--- src/rtl/cmd_issuer.sv ---
// DDR command issuer: pops {cmd,addr} entries from a FWFT issue FIFO, enforces bank-0 timing, drives registered command pins.
// Optional macro CMD_ISSUER_CNT_EN enables the saturating issued-command counter; otherwise issued_cnt is tied to 0.
module cmd_issuer #(
    parameter int CMD_W  = 4,
    parameter int ADDR_W = 14,
    parameter int T_RCD  = 3,
    parameter int T_RP   = 3,
    parameter int T_RAS  = 7,
    parameter int T_CCD  = 2,
    parameter int T_RTP  = 2,
    parameter int T_WR   = 6,
    parameter int T_RFC  = 20
) (
    input  logic                    clk,
    input  logic                    rst_n,
    input  logic                    isu_fifo_empty,
    input  logic [CMD_W+ADDR_W-1:0] isu_fifo_dout,
    output logic                    isu_fifo_rd,
    output logic                    dram_cs_n,
    output logic                    dram_ras_n,
    output logic                    dram_cas_n,
    output logic                    dram_we_n,
    output logic [ADDR_W-1:0]       dram_addr,
    output logic [2:0]              dram_ba,
    output logic                    cmd_err,
    output logic                    issuer_idle,
    output logic [15:0]             issued_cnt
);

    localparam logic [CMD_W-1:0] OP_NOP   = CMD_W'(0);
    localparam logic [CMD_W-1:0] OP_ACT   = CMD_W'(1);
    localparam logic [CMD_W-1:0] OP_READ  = CMD_W'(2);
    localparam logic [CMD_W-1:0] OP_WRITE = CMD_W'(3);
    localparam logic [CMD_W-1:0] OP_PRE   = CMD_W'(4);
    localparam logic [CMD_W-1:0] OP_PREA  = CMD_W'(5);
    localparam logic [CMD_W-1:0] OP_RDA   = CMD_W'(6);
    localparam logic [CMD_W-1:0] OP_WRA   = CMD_W'(7);
    localparam logic [CMD_W-1:0] OP_REF   = CMD_W'(8);

    // Pin codes are {cs_n, ras_n, cas_n, we_n}.
    localparam logic [3:0] PINS_DESEL = 4'b1111;
    localparam logic [3:0] PINS_NOP   = 4'b0111;
    localparam logic [3:0] PINS_ACT   = 4'b0011;
    localparam logic [3:0] PINS_READ  = 4'b0101;
    localparam logic [3:0] PINS_WRITE = 4'b0100;
    localparam logic [3:0] PINS_PRE   = 4'b0010;
    localparam logic [3:0] PINS_REF   = 4'b0001;

    localparam logic [7:0] G_RCD   = 8'(T_RCD - 1);
    localparam logic [7:0] G_RP    = 8'(T_RP - 1);
    localparam logic [7:0] G_RAS   = 8'(T_RAS - 1);
    localparam logic [7:0] G_CCD   = 8'(T_CCD - 1);
    localparam logic [7:0] G_RTP   = 8'(T_RTP - 1);
    localparam logic [7:0] G_WR    = 8'(T_WR - 1);
    localparam logic [7:0] G_RFC   = 8'(T_RFC - 1);
    localparam logic [7:0] G_AP_RD = 8'(T_RTP + T_RP - 1);
    localparam logic [7:0] G_AP_WR = 8'(T_WR + T_RP - 1);
    localparam logic [7:0] I_ACT   = 8'(((T_RCD > T_RAS) ? T_RCD : T_RAS) - 1);

    logic [7:0] cnt_act_q, cnt_pre_q, cnt_rd_q, cnt_wr_q, cnt_cas_q, cnt_ref_q;
    logic [7:0] cnt_act_d, cnt_pre_d, cnt_rd_d, cnt_wr_d, cnt_cas_d, cnt_ref_d;
    logic       ap_rd_q, ap_wr_q, ap_rd_d, ap_wr_d;
    logic [3:0] pins_q, pins_d;
    logic [ADDR_W-1:0] addr_q, addr_d;
    logic       err_q, err_d;

    logic [CMD_W-1:0]  head_cmd;
    logic [ADDR_W-1:0] head_addr;
    logic gate_act, gate_cas, gate_pre, gate_ref;
    logic gate, defined, issue;
    logic is_act, is_cas, is_rd, is_wr, is_pre, is_ref, set_ap_rd, set_ap_wr;
    logic a10_force, a10_val;
    logic [3:0] pins_code;

    function automatic logic [7:0] tick(input logic [7:0] c, input logic clr);
        if (clr)
            return 8'd0;
        return (c == 8'hFF) ? c : c + 8'd1;
    endfunction

    assign head_cmd  = isu_fifo_dout[CMD_W+ADDR_W-1:ADDR_W];
    assign head_addr = isu_fifo_dout[ADDR_W-1:0];

    assign gate_act = (cnt_pre_q >= G_RP) && (cnt_ref_q >= G_RFC) &&
                      (!ap_rd_q || cnt_rd_q >= G_AP_RD) && (!ap_wr_q || cnt_wr_q >= G_AP_WR);
    assign gate_cas = (cnt_act_q >= G_RCD) && (cnt_cas_q >= G_CCD);
    assign gate_pre = (cnt_act_q >= G_RAS) && (cnt_rd_q >= G_RTP) && (cnt_wr_q >= G_WR);
    assign gate_ref = (cnt_pre_q >= G_RP) && (cnt_ref_q >= G_RFC);

    always_comb begin
        gate      = 1'b1;
        defined   = 1'b1;
        is_act    = 1'b0;
        is_cas    = 1'b0;
        is_rd     = 1'b0;
        is_wr     = 1'b0;
        is_pre    = 1'b0;
        is_ref    = 1'b0;
        set_ap_rd = 1'b0;
        set_ap_wr = 1'b0;
        a10_force = 1'b0;
        a10_val   = 1'b0;
        pins_code = PINS_NOP;
        case (head_cmd)
            OP_NOP:   ;
            OP_ACT:   begin is_act = 1'b1; gate = gate_act; pins_code = PINS_ACT; end
            OP_READ:  begin is_cas = 1'b1; is_rd = 1'b1; gate = gate_cas; pins_code = PINS_READ;
                            a10_force = 1'b1; end
            OP_WRITE: begin is_cas = 1'b1; is_wr = 1'b1; gate = gate_cas; pins_code = PINS_WRITE;
                            a10_force = 1'b1; end
            OP_PRE:   begin is_pre = 1'b1; gate = gate_pre; pins_code = PINS_PRE; a10_force = 1'b1; end
            OP_PREA:  begin is_pre = 1'b1; gate = gate_pre; pins_code = PINS_PRE;
                            a10_force = 1'b1; a10_val = 1'b1; end
            OP_RDA:   begin is_cas = 1'b1; is_rd = 1'b1; set_ap_rd = 1'b1; gate = gate_cas;
                            pins_code = PINS_READ; a10_force = 1'b1; a10_val = 1'b1; end
            OP_WRA:   begin is_cas = 1'b1; is_wr = 1'b1; set_ap_wr = 1'b1; gate = gate_cas;
                            pins_code = PINS_WRITE; a10_force = 1'b1; a10_val = 1'b1; end
            OP_REF:   begin is_ref = 1'b1; gate = gate_ref; pins_code = PINS_REF; end
            default:  defined = 1'b0;
        endcase
    end

    // Undefined opcodes have gate=1 so they are drained immediately and only flag cmd_err.
    always_comb begin
        isu_fifo_rd = rst_n & ~isu_fifo_empty & gate;
        issue       = isu_fifo_rd & defined & (head_cmd != OP_NOP);

        cnt_act_d = tick(cnt_act_q, issue & is_act);
        cnt_pre_d = tick(cnt_pre_q, issue & is_pre);
        cnt_rd_d  = tick(cnt_rd_q,  issue & is_rd);
        cnt_wr_d  = tick(cnt_wr_q,  issue & is_wr);
        cnt_cas_d = tick(cnt_cas_q, issue & is_cas);
        cnt_ref_d = tick(cnt_ref_q, issue & is_ref);

        ap_rd_d = ap_rd_q;
        ap_wr_d = ap_wr_q;
        if (issue && is_act) begin
            ap_rd_d = 1'b0;
            ap_wr_d = 1'b0;
        end
        if (issue && set_ap_rd)
            ap_rd_d = 1'b1;
        if (issue && set_ap_wr)
            ap_wr_d = 1'b1;

        pins_d = issue ? pins_code : PINS_NOP;
        addr_d = addr_q;
        if (issue) begin
            addr_d = head_addr;
            if (a10_force)
                addr_d[10] = a10_val;
        end
        err_d = err_q | (isu_fifo_rd & ~defined);
    end

    always_ff @(posedge clk or negedge rst_n) begin
        if (!rst_n) begin
            cnt_act_q <= 8'hFF;
            cnt_pre_q <= 8'hFF;
            cnt_rd_q  <= 8'hFF;
            cnt_wr_q  <= 8'hFF;
            cnt_cas_q <= 8'hFF;
            cnt_ref_q <= 8'hFF;
            ap_rd_q   <= 1'b0;
            ap_wr_q   <= 1'b0;
            pins_q    <= PINS_DESEL;
            addr_q    <= '0;
            err_q     <= 1'b0;
        end else begin
            cnt_act_q <= cnt_act_d;
            cnt_pre_q <= cnt_pre_d;
            cnt_rd_q  <= cnt_rd_d;
            cnt_wr_q  <= cnt_wr_d;
            cnt_cas_q <= cnt_cas_d;
            cnt_ref_q <= cnt_ref_d;
            ap_rd_q   <= ap_rd_d;
            ap_wr_q   <= ap_wr_d;
            pins_q    <= pins_d;
            addr_q    <= addr_d;
            err_q     <= err_d;
        end
    end

    assign {dram_cs_n, dram_ras_n, dram_cas_n, dram_we_n} = pins_q;
    assign dram_addr = addr_q;
    assign dram_ba   = 3'b000;
    assign cmd_err   = err_q;

    // Idle means no pending constraint of any kind could still hold off the next command.
    assign issuer_idle = isu_fifo_empty &&
                         (cnt_act_q >= I_ACT) && (cnt_pre_q >= G_RP) &&
                         (cnt_rd_q >= G_AP_RD) && (cnt_wr_q >= G_AP_WR) &&
                         (cnt_cas_q >= G_CCD) && (cnt_ref_q >= G_RFC);

`ifdef CMD_ISSUER_CNT_EN
    logic [15:0] issued_cnt_q, issued_cnt_d;

    always_comb begin
        issued_cnt_d = issued_cnt_q;
        if (issue && issued_cnt_q != 16'hFFFF)
            issued_cnt_d = issued_cnt_q + 16'd1;
    end

    always_ff @(posedge clk or negedge rst_n) begin
        if (!rst_n)
            issued_cnt_q <= 16'd0;
        else
            issued_cnt_q <= issued_cnt_d;
    end

    assign issued_cnt = issued_cnt_q;
`else
    assign issued_cnt = 16'd0;
`endif

endmodule
--- config.mk ---
export PLATFORM = sky130hd
export DESIGN_NAME = cmd_issuer
export DESIGN_NICKNAME = d
export VERILOG_FILES = /design/src/rtl/cmd_issuer.sv
export SDC_FILE = /design/constraint.sdc
export NUM_CORES = 1
export LEC_CHECK = 0
export BUFFER_PORTS_ARGS = -buffer_cell sky130_fd_sc_hd__buf_4
export CAP_MARGIN = 20
export CORE_MARGIN = 2
export CORE_UTILIZATION = 57
export DETAILED_ROUTE_END_ITERATION = 8
export PLACE_DENSITY = 0.8
export SLEW_MARGIN = 30
export SYNTH_ARGS = -nofsm -noshare
export SYNTH_HDL_FRONTEND = slang
export SYNTH_SLANG_ARGS = --single-unit
--- constraint.sdc ---
create_clock -name clk -period 3.3 [get_ports clk]
set_clock_uncertainty 0.1 [all_clocks]
set_input_delay 0.165 -clock clk [delete_from_list [all_inputs] [get_ports clk]]
set_output_delay 0.165 -clock clk [all_outputs]
set_load 0.05 [all_outputs]
==> qor.csv, run 1 <==
stage,metric,value,unit
yosys,synth_area,3780,um2
grt,grt-busiest-layer,met2,
clock_tree,htree_levels,3,
clock_tree,clk_pin_slew,0.07,ns
yosys,postSynthAreaPerCell,10.1,um2
grt,grt_overflow,0,
final_layout,nets,464,
final_layout,area_delta_synth_final,16.6,%
clock_tree,clkLatencyLatePin,0.36,ns
final_layout,final_common_cell,dfstp_2,
placed_design,place_ws,0.329,ns
grt,grtUsageMet3,7.00,%
yosys,synthXorXnorAreaFrac,4.63,%
drt,wl_per_cell,14.7,um
floorplanning,core_area,6390,um2
floorplanning,io_pins,61,
critical_path,start_kind,flop,
clock_tree,clock_path_buffers,2,
sta,max_freq,337,MHz
critical_path,arrival,2.70,ns
yosys,synth_top_family_by_area,simple AND/OR/NAND/NOR gates,
sta,worst_pin_slew,0.925,ns
floorplanning,dieArea,7310,um2
floorplanning,die_w,85.5,um
sta,setup_viol,0,
yosys,synthAdderAreaFrac,5.29,%
drt,drc_errors,0,
drt,drt-initial-drc-count,155,
yosys,syn_inst,374,
sta,slew_headroom,38.3,%
sta,slew_viol_final,0,
critical_path,critPathCaptureType,primary output,
grt,grt_pass1_vias,2694,
sta,finalHoldViolCount,0,
power,power_density,891,nW/um2
final_layout,nFillCells,485,
drt,routed_via_density,5.52,
sta,setup_tns,0,ns
yosys,synth_edf_count,0,
grt,gr-usage-met1,28.8,%
placed_design,io_buffers,41,
yosys,synth_top_area_cell,dfstp_2,
clock_tree,numCtsBuffers,9,
sta,finalCritPeriodShare,90.0,%
sta,rsz0062_at_grt,false,
yosys,synth_top_area_share,36.1,%
clock_tree,post_cts_buffers,0,
floorplanning,rows,29,
floorplanning,start_util,59.3,%
yosys,synthDistinctLibCells,49,
grt,antenna_found_initial,0,
placed_design,hpwl,5070,um
final_layout,layout.cells.most_common_list,"dfstp_2, nor2_1, buf_4",
clock_tree,root_buffer,clkbuf_8,
final_layout,regArea,1790,um2
yosys,synth_ff_type,dfstp_2,
status,status,"finished, final reports clean",
drt,drtAntennaViolNets,0,
clock_tree,cts_sinks,69,
yosys,yosysWarnings,0,
clock_tree,cts_tree,yes,
drt,totalWireLength,7480,um
yosys,yosys.area_share.simple,22.4,%
min_path,hold_class,primary input to flop,
critical_path,worstPathRequired,3.03,ns
power,power.leakage,0.00193,uW
clock_tree,cts_hold_buffers,14,
critical_path,path_max_fanout,4,
final_layout,diodes,0,
yosys,yosysSeqAreaShare,47.3,%
yosys,synth_area_leaders,"dfstp_2, dfrtp_1, ha_1, nor2_1, mux2_2",
yosys,muxShareOfSynthArea,4.93,%
sta,period_needed,2.97,ns
run,drv_cap,0,
final_layout,drive_gt1_share,30.3,%
yosys,synth_seq_cells,69,
drt,dr_total_vias,2808,
yosys,async_flop_share,100,%
clock_tree,cts_resized,0,
grt,grt_use_total,22.1,%
sta,setup_slack,0.331,ns
grt,grt_start_max_net_pins,70,
drt,first_pass_iters,4,
placed_design,finalWeightedCongestion,0.872,
floorplanning,die_h,85.5,um
grt,grtUsageMet2,36.3,%
critical_path,worstSetupPathType,flop to primary output,
power,ir_drop,693,uV
grt,grt_pass1_wl,12800,um
final_layout,multiInputGateArea,1830,um2
yosys,synth_compound_area_share,8.76,%
## stage by stage
stage	hold WS, ns	total power (uW)	area (um2)	util (%)	instances
after floorplan	-0.231	2830	3860	-	393
after global placement	0.297	3130	4070	63.8	479
after detailed placement	0.302	3220	4070	63.8	479
after CTS	0.0118	3950	4410	69.1	509
after global routing	0.0244	4210	4410	69.1	509
final	0.0208	3930	4410	69.1	509
## cell type report
type	count	share of cell area, %
multi-input cells	280	41.4
flip-flops and latches	69	40.6
repair buffers	56	10.3
clock buffers	10	3.12
well taps	77	2.18
clock inverters	6	1.42
inverters	11	0.935
## where the power goes
| part | switching (uW) | total, uW | internal (uW) | leakage, uW |
|---|---|---|---|---|
| Combinational | 822 | 1390 | 570 | 0.00109 |
| Sequential | 414 | 1840 | 1430 | 0.000742 |
| Clock | 335 | 701 | 366 | 0.0000943 |
## logic make-up (layout without fill, tap and decap cells)
group           count (synthesis)  after routing
simple gates                  160            160
flops                          69             69
compound gates                 47             47
buf+inv                        44             83
xor+xnor                       20             20
mux                            17             17
fa+ha+maj                      16             16
other cells                     1             20
## worst max-delay path, stage by stage (launching register included)
cell	delay, ns
dfstp_2	0.56
ha_1	0.21
o31ai_1	0.09
a22o_1	0.24
nor4bb_1	0.66
o41a_1	0.35
buf_4	0.23
## registers in the layout (all words and copies together) (netlist names)
signal     cells
dram_addr     14
pins_q         4
cnt_rd_q       8
cmd_err        1
cnt_wr_q       8
cnt_ref_q      8
cnt_pre_q      8
ap_rd_q        1
cnt_act_q      8
cnt_cas_q      8
ap_wr_q        1
## final timing paths
check                      depth (start not counted)  slack [ns]            end               from
min reg2reg                                        2        0.41  dram_addr[10]      dram_addr[10]
max                                                6        0.33    isu_fifo_rd       cnt_ref_q[0]
min in group asynchronous                          3        0.43   dram_addr[1]              rst_n
max in group asynchronous                          3        2.09        ap_rd_q              rst_n
min                                                2        0.02        ap_rd_q  isu_fifo_dout[15]
max reg2reg                                        7        0.38  dram_addr[12]       cnt_act_q[0]
## cells in the mapped netlist (all sizes together), types with 2 or more instances
| cell type | n |
|---|---|
| nand2 | 15 |
| a21oi | 6 |
| or3 | 3 |
| mux2 | 13 |
| nor2b | 4 |
| nor4 | 5 |
| buf | 23 |
| o31ai | 3 |
| nand3b | 2 |
| a31oi | 7 |
| o21ai | 11 |
| nor2 | 50 |
| xnor2 | 8 |
| ha | 16 |
| dfrtp | 17 |
| or4 | 2 |
| mux2i | 4 |
| nor3b | 3 |
| nor4b | 2 |
| clkbuf | 10 |
| o41a | 2 |
| nand3 | 24 |
| and2 | 4 |
| nor3 | 11 |
| inv | 11 |
| a211oi | 12 |
| nand4 | 7 |
| and3 | 17 |
| and3b | 2 |
| and4 | 4 |
| xor2 | 12 |
| dfstp | 52 |
| nand2b | 3 |
## layer usage
metal  share of wire, %  vias to the layer above
li1                   -                     1379
met1                 46                     1363
met2                 49                       56
met3                3.5                       10
met4                1.2                        0
met5                  0                        -
Power figures use the tool's default switching activity.
==> inputs of run 2 (changes only) <==
Settings changed: CAP_MARGIN 20 to not set, CORE_UTILIZATION 57 to 61, CTS_BUF_LIST set to sky130_fd_sc_hd__clkbuf_4 sky130_fd_sc_hd__clkbuf_8 sky130_fd_sc_hd__clkbuf_16, PLACE_DENSITY 0.8 to 0.85.
Clock period 3.3 ns to 3.5 ns, I/O delays scaled along.
==> run 2 against run 1 <==
Total power is 4.5% lower. Cell count fell by 0.20%. Sequential power fell by 6%. Critical path type unchanged. Critical endpoint unchanged. Largest power group unchanged. Highest routed layer unchanged.
==> qor.csv, run 2 (same netlist as run 1, synthesis figures left out) <==
stage,metric,value,unit
final_layout,largest_reg_flops,14,
final_layout,fin_area,4430,um2
floorplanning,core_area,5960,um2
critical_path,arrival,2.58,ns
placed_design,io_buffers,41,
placed_design,dp.cells,478,
power,power_density,849,nW/um2
clock_tree,cts_resized,0,
min_path,hold_class,primary input to flop,
clock_tree,root_buffer,clkbuf_8,
final_layout,final_common_cell,dfstp_2,
sta,setup_slack,0.649,ns
floorplanning,dieArea,6850,um2
clock_tree,post_cts_buffers,0,
placed_design,hpwl,5190,um
floorplanning,rows,28,
sta,period_needed,2.85,ns
clock_tree,clkLatencyLatePin,0.34,ns
placed_design,place_ws,0.816,ns
drt,routed_via_density,5.61,
critical_path,path_cells,inv_1 > ha_1 > or3_1 > nor3_1 > nor3_1 > o41a_1 > buf_4,
floorplanning,io_pins,61,
clock_tree,numCtsBuffers,9,
floorplanning,start_util,63.6,%
final_layout,nets,465,
drt,dr_total_vias,2851,
final_layout,diodes,0,
final_layout,area_delta_synth_final,16.9,%
placed_design,place_area,4070,um2
critical_path,worstSetupPathType,flop to primary output,
final_layout,nFillCells,411,
power,power.leakage,0.00194,uW
critical_path,worstPathRequired,3.22,ns
sta,slew_headroom,43.9,%
clock_tree,htree_levels,3,
grt,grt_use_total,24.5,%
final_layout,layout.cells.most_common_list,"dfstp_2, nor2_1, buf_4",
power,ir_drop,510,uV
drt,totalWireLength,7710,um
critical_path,worst_path_max_delay_cell,dfstp_2,
critical_path,path_max_fanout,5,
floorplanning,die_h,82.8,um
sta,worst_pin_slew,0.842,ns
min_path,min_delay_path_depth,2,
clock_tree,cts_sinks,69,
sta,finalCritPeriodShare,81.5,%
grt,grt_overflow,0,
drt,first_pass_iters,5,
critical_path,cpPeakStageDelay,0.57,ns
status,status,"finished, final reports clean",
critical_path,r2r.worst_path.cells,8,
critical_path,critPathCaptureType,primary output,
grt,grt_pass1_vias,2780,
clock_tree,clk_pin_slew,0.07,ns
sta,setup_tns,0,ns
clock_tree,cts_tree,yes,
drt,drc_errors,0,
sta,slew_viol_final,0,
grt,grt_pass1_wl,12600,um
clock_tree,clock_path_buffers,2,
sta,setup_viol,0,
critical_path,rrSetupSlack,0.78,ns
run,drv_cap,0,
grt,antenna_found_initial,0,
clock_tree,cts_hold_buffers,14,
final_layout,final_cells,508,
grt,grt_start_max_net_pins,70,
critical_path,crit_top_cell,nor3_1,
sta,finalHoldViolCount,0,
drt,drt-initial-drc-count,162,
sta,rsz0062_at_grt,false,
drt,wl_per_cell,15.2,um
critical_path,start_kind,flop,
final_layout,drive_gt1_share,30.5,%
placed_design,finalWeightedCongestion,0.859,
drt,drtAntennaViolNets,0,
floorplanning,die_w,82.8,um
sta,max_freq,351,MHz
-- run 2: critical path, delay by kind of cell (launching register included) --
kind,cells,cell delay [ns]
adder cells (fa/ha/maj),1,0.21
flip-flops,1,0.57
AO/OA/AOI/OAI,1,0.48
AND/OR/NAND/NOR,3,0.71
buffers and inverters,2,0.27
-- run 2: path summary, 6_finish.rpt --
| check | start | endpoint |
|---|---|---|
| max in group asynchronous | rst_n | dram_addr[9] |
| hold / removal | isu_fifo_dout[15] | ap_rd_q |
| setup / recovery | cnt_act_q[0] | isu_fifo_rd |
| hold reg to reg | dram_addr[10] | dram_addr[10] |
| setup reg to reg | cnt_ref_q[0] | ap_rd_q |
| min in group asynchronous | rst_n | ap_wr_q |
-- run 2: metal layers --
layer / wire [um] / GRT usage [%]
met1: 3320 / 30.0
met2: 3900 / 41.7
met3: 344 / 5.41
met4: 149 / 11.0
met5: 0 / 0
-- run 2: stage by stage --
step / total power [uW] / hold WS [ns] / util (%)
2_1_floorplan: 2670 / -0.221 / -
3_3_place_gp: 2950 / 0.307 / 68.3
3_5_place_dp: 3040 / 0.312 / 68.3
4_1_cts: 3780 / 0.0409 / 74.3
5_1_grt: 4020 / 0.0507 / 74.3
6_report: 3760 / 0.0474 / 74.3
-- run 2: final cells by class --
class | instances | area (um2) | area share, %
Clock buffer | 13 | 173 | 3.90
Sequential cell | 69 | 1790 | 40.5
Inverter | 11 | 41.3 | 0.933
Tap cell | 75 | 93.8 | 2.12
Clock inverter | 3 | 42.5 | 0.961
Timing Repair Buffer | 57 | 463 | 10.5
Multi-Input combinational cell | 280 | 1820 | 41.1
-- run 2: report_power, final --
part	switching [uW]	internal [uW]
Clock	300	395
Combinational	787	542
Sequential	389	1340
Total	1480	2280
==> inputs of run 3 (changes only) <==
Settings changed: CORE_UTILIZATION 61 to 57, PLACE_DENSITY 0.85 to 0.8.
Clock period 3.5 ns to 2.8 ns, I/O delays scaled along.
==> run 3 against run 2 <==
Cell count grew 1.2%. Flip-flop and latch count is the same. Critical path depth grew 1. Global-route usage shrank 1.9 points. Critical endpoint unchanged.
==> qor.csv, run 3 (same netlist as run 1, synthesis figures left out) <==
stage,metric,value,unit
floorplanning,core_area,6390,um2
drt,drt-initial-drc-count,123,
floorplanning,start_util,59.3,%
power,power.leakage,0.00196,uW
floorplanning,die_h,85.5,um
clock_tree,cts_tree,yes,
drt,wl_per_cell,14.9,um
critical_path,critPathCaptureType,primary output,
critical_path,start_kind,flop,
min_path,hold_class,primary input to flop,
grt,grt_pass1_vias,2783,
final_layout,largest_reg_flops,14,
sta,period_needed,2.68,ns
clock_tree,htree_levels,3,
floorplanning,die_w,85.5,um
critical_path,r2r-end,ap_rd_q,
final_layout,multiInputGateArea,1860,um2
drt,first_pass_iters,4,
drt,drtAntennaViolNets,0,
grt,antenna_found_initial,0,
min_path,hold_path_end,cmd_err,
min_path,min_delay_path_depth,3,
final_layout,nFillCells,479,
floorplanning,rows,29,
placed_design,hpwl,5060,um
min_path,min-delay-start,isu_fifo_dout[17],
power,ir_drop,617,uV
drt,drc_errors,0,
power,power_density,1030,nW/um2
sta,finalHoldViolCount,0,
clock_tree,numCtsBuffers,9,
status,status,"finished, final reports clean",
sta,rsz0062_at_grt,false,
critical_path,worstSetupPathType,flop to primary output,
sta,setup_slack,0.123,ns
critical_path,arrival,2.44,ns
floorplanning,dieArea,7310,um2
final_layout,area_delta_synth_final,18.9,%
final_layout,diodes,0,
grt,grt_pass1_wl,12900,um
sta,setup_tns,0,ns
sta,finalCritPeriodShare,95.6,%
grt,grt_use_total,22.7,%
critical_path,r2r.worst_path.cells,8,
drt,routed_via_density,5.57,
clock_tree,clkLatencyLatePin,0.36,ns
placed_design,finalWeightedCongestion,0.830,
clock_tree,clk_pin_slew,0.07,ns
critical_path,cpPeakStageDelay,0.56,ns
critical_path,path_cells,inv_1 > ha_1 > nor4b_1 > a21bo_2 > a211oi_1 > buf_4 > o41a_1 > buf_6,
critical_path,worst_path_max_delay_cell,dfstp_2,
clock_tree,clock_path_buffers,2,
floorplanning,io_pins,61,
grt,grt_overflow,0,
sta,max_freq,373,MHz
clock_tree,cts_sinks,69,
critical_path,timing.rr.start,cnt_ref_q[0],
final_layout,regArea,1790,um2
sta,slew_headroom,44.8,%
placed_design,io_buffers,41,
sta,setup_viol,0,
final_layout,layout.cells.most_common_list,"dfstp_2, nor2_1, buf_4",
sta,worst_pin_slew,0.828,ns
run,drv_cap,0,
clock_tree,root_buffer,clkbuf_8,
final_layout,nets,469,
drt,totalWireLength,7660,um
grt,grt_start_max_net_pins,69,
drt,dr_total_vias,2862,
critical_path,path_max_fanout,4,
final_layout,drive_gt1_share,31.6,%
sta,slew_viol_final,0,
critical_path,rrSetupSlack,0.22,ns
placed_design,place_ws,0.00834,ns
final_layout,final_common_cell,dfstp_2,
critical_path,worstPathRequired,2.56,ns
## run 3: worst max-delay path: cells and delay by family, from the launching register on
kind / cells / cell delay, ns
adders and majority gates: 1 / 0.18
DFF: 1 / 0.56
and+or+nand+nor: 1 / 0.23
buffers and inverters: 3 / 0.42
AOI/OAI and AO/OA: 3 / 0.69
## run 3: layer usage
layer	track usage, %	wire [um]
met4	8.37	133
met3	6.81	360
met2	36.2	3770
met1	29.4	3400
met5	0	0
## run 3: how the worst max path moves through the flow
stage | from | endpoint | slack (ns)
finish | cnt_rd_q[1] | isu_fifo_rd | 0.12
global route | cnt_pre_q[0] | isu_fifo_rd | 0.002
CTS | cnt_cas_q[0] | isu_fifo_rd | 0.03
detailed placement | cnt_ref_q[0] | ap_rd_q | 0.008
global placement | cnt_ref_q[0] | ap_rd_q | 0.11
floorplan | cnt_act_q[0] | cnt_ref_q[6] | 0.16
## run 3: cell type report
type	instances	share of cell area [%]
multi-input cells	280	41.3
inverters	11	0.917
clock inverters	6	1.45
repair buffers	61	11.4
flip-flops and latches	69	39.8
well taps	77	2.14
clock buffers	10	2.92
## run 3: power breakdown
part           internal, uW  switching, uW  total, uW
registers              1680            490       2170
clock network           419            389        807
logic                   694            980       1670
## run 3: through the flow
step	instance area (um2)	util [%]	power [uW]	std cells	hold WS (ns)
2_1_floorplan	3860	-	3340	393	-0.256
3_3_place_gp	4100	64.2	3700	481	0.00370
3_5_place_dp	4100	64.2	3790	481	0.00395
4_1_cts	4460	69.9	4630	513	0.00127
5_1_grt	4500	70.5	4970	514	0.0195
6_report	4500	70.5	4650	514	0.0113
## run 3: what timing repair did
item / CTS / global route
hold endpoints to repair: 33 / 0
gates resized for setup: 1 / 6
endpoints found under the setup margin: 2 / 2
hold buffers: 16 / 0
pin swaps: 0 / 1
buffers inserted: 0 / 1
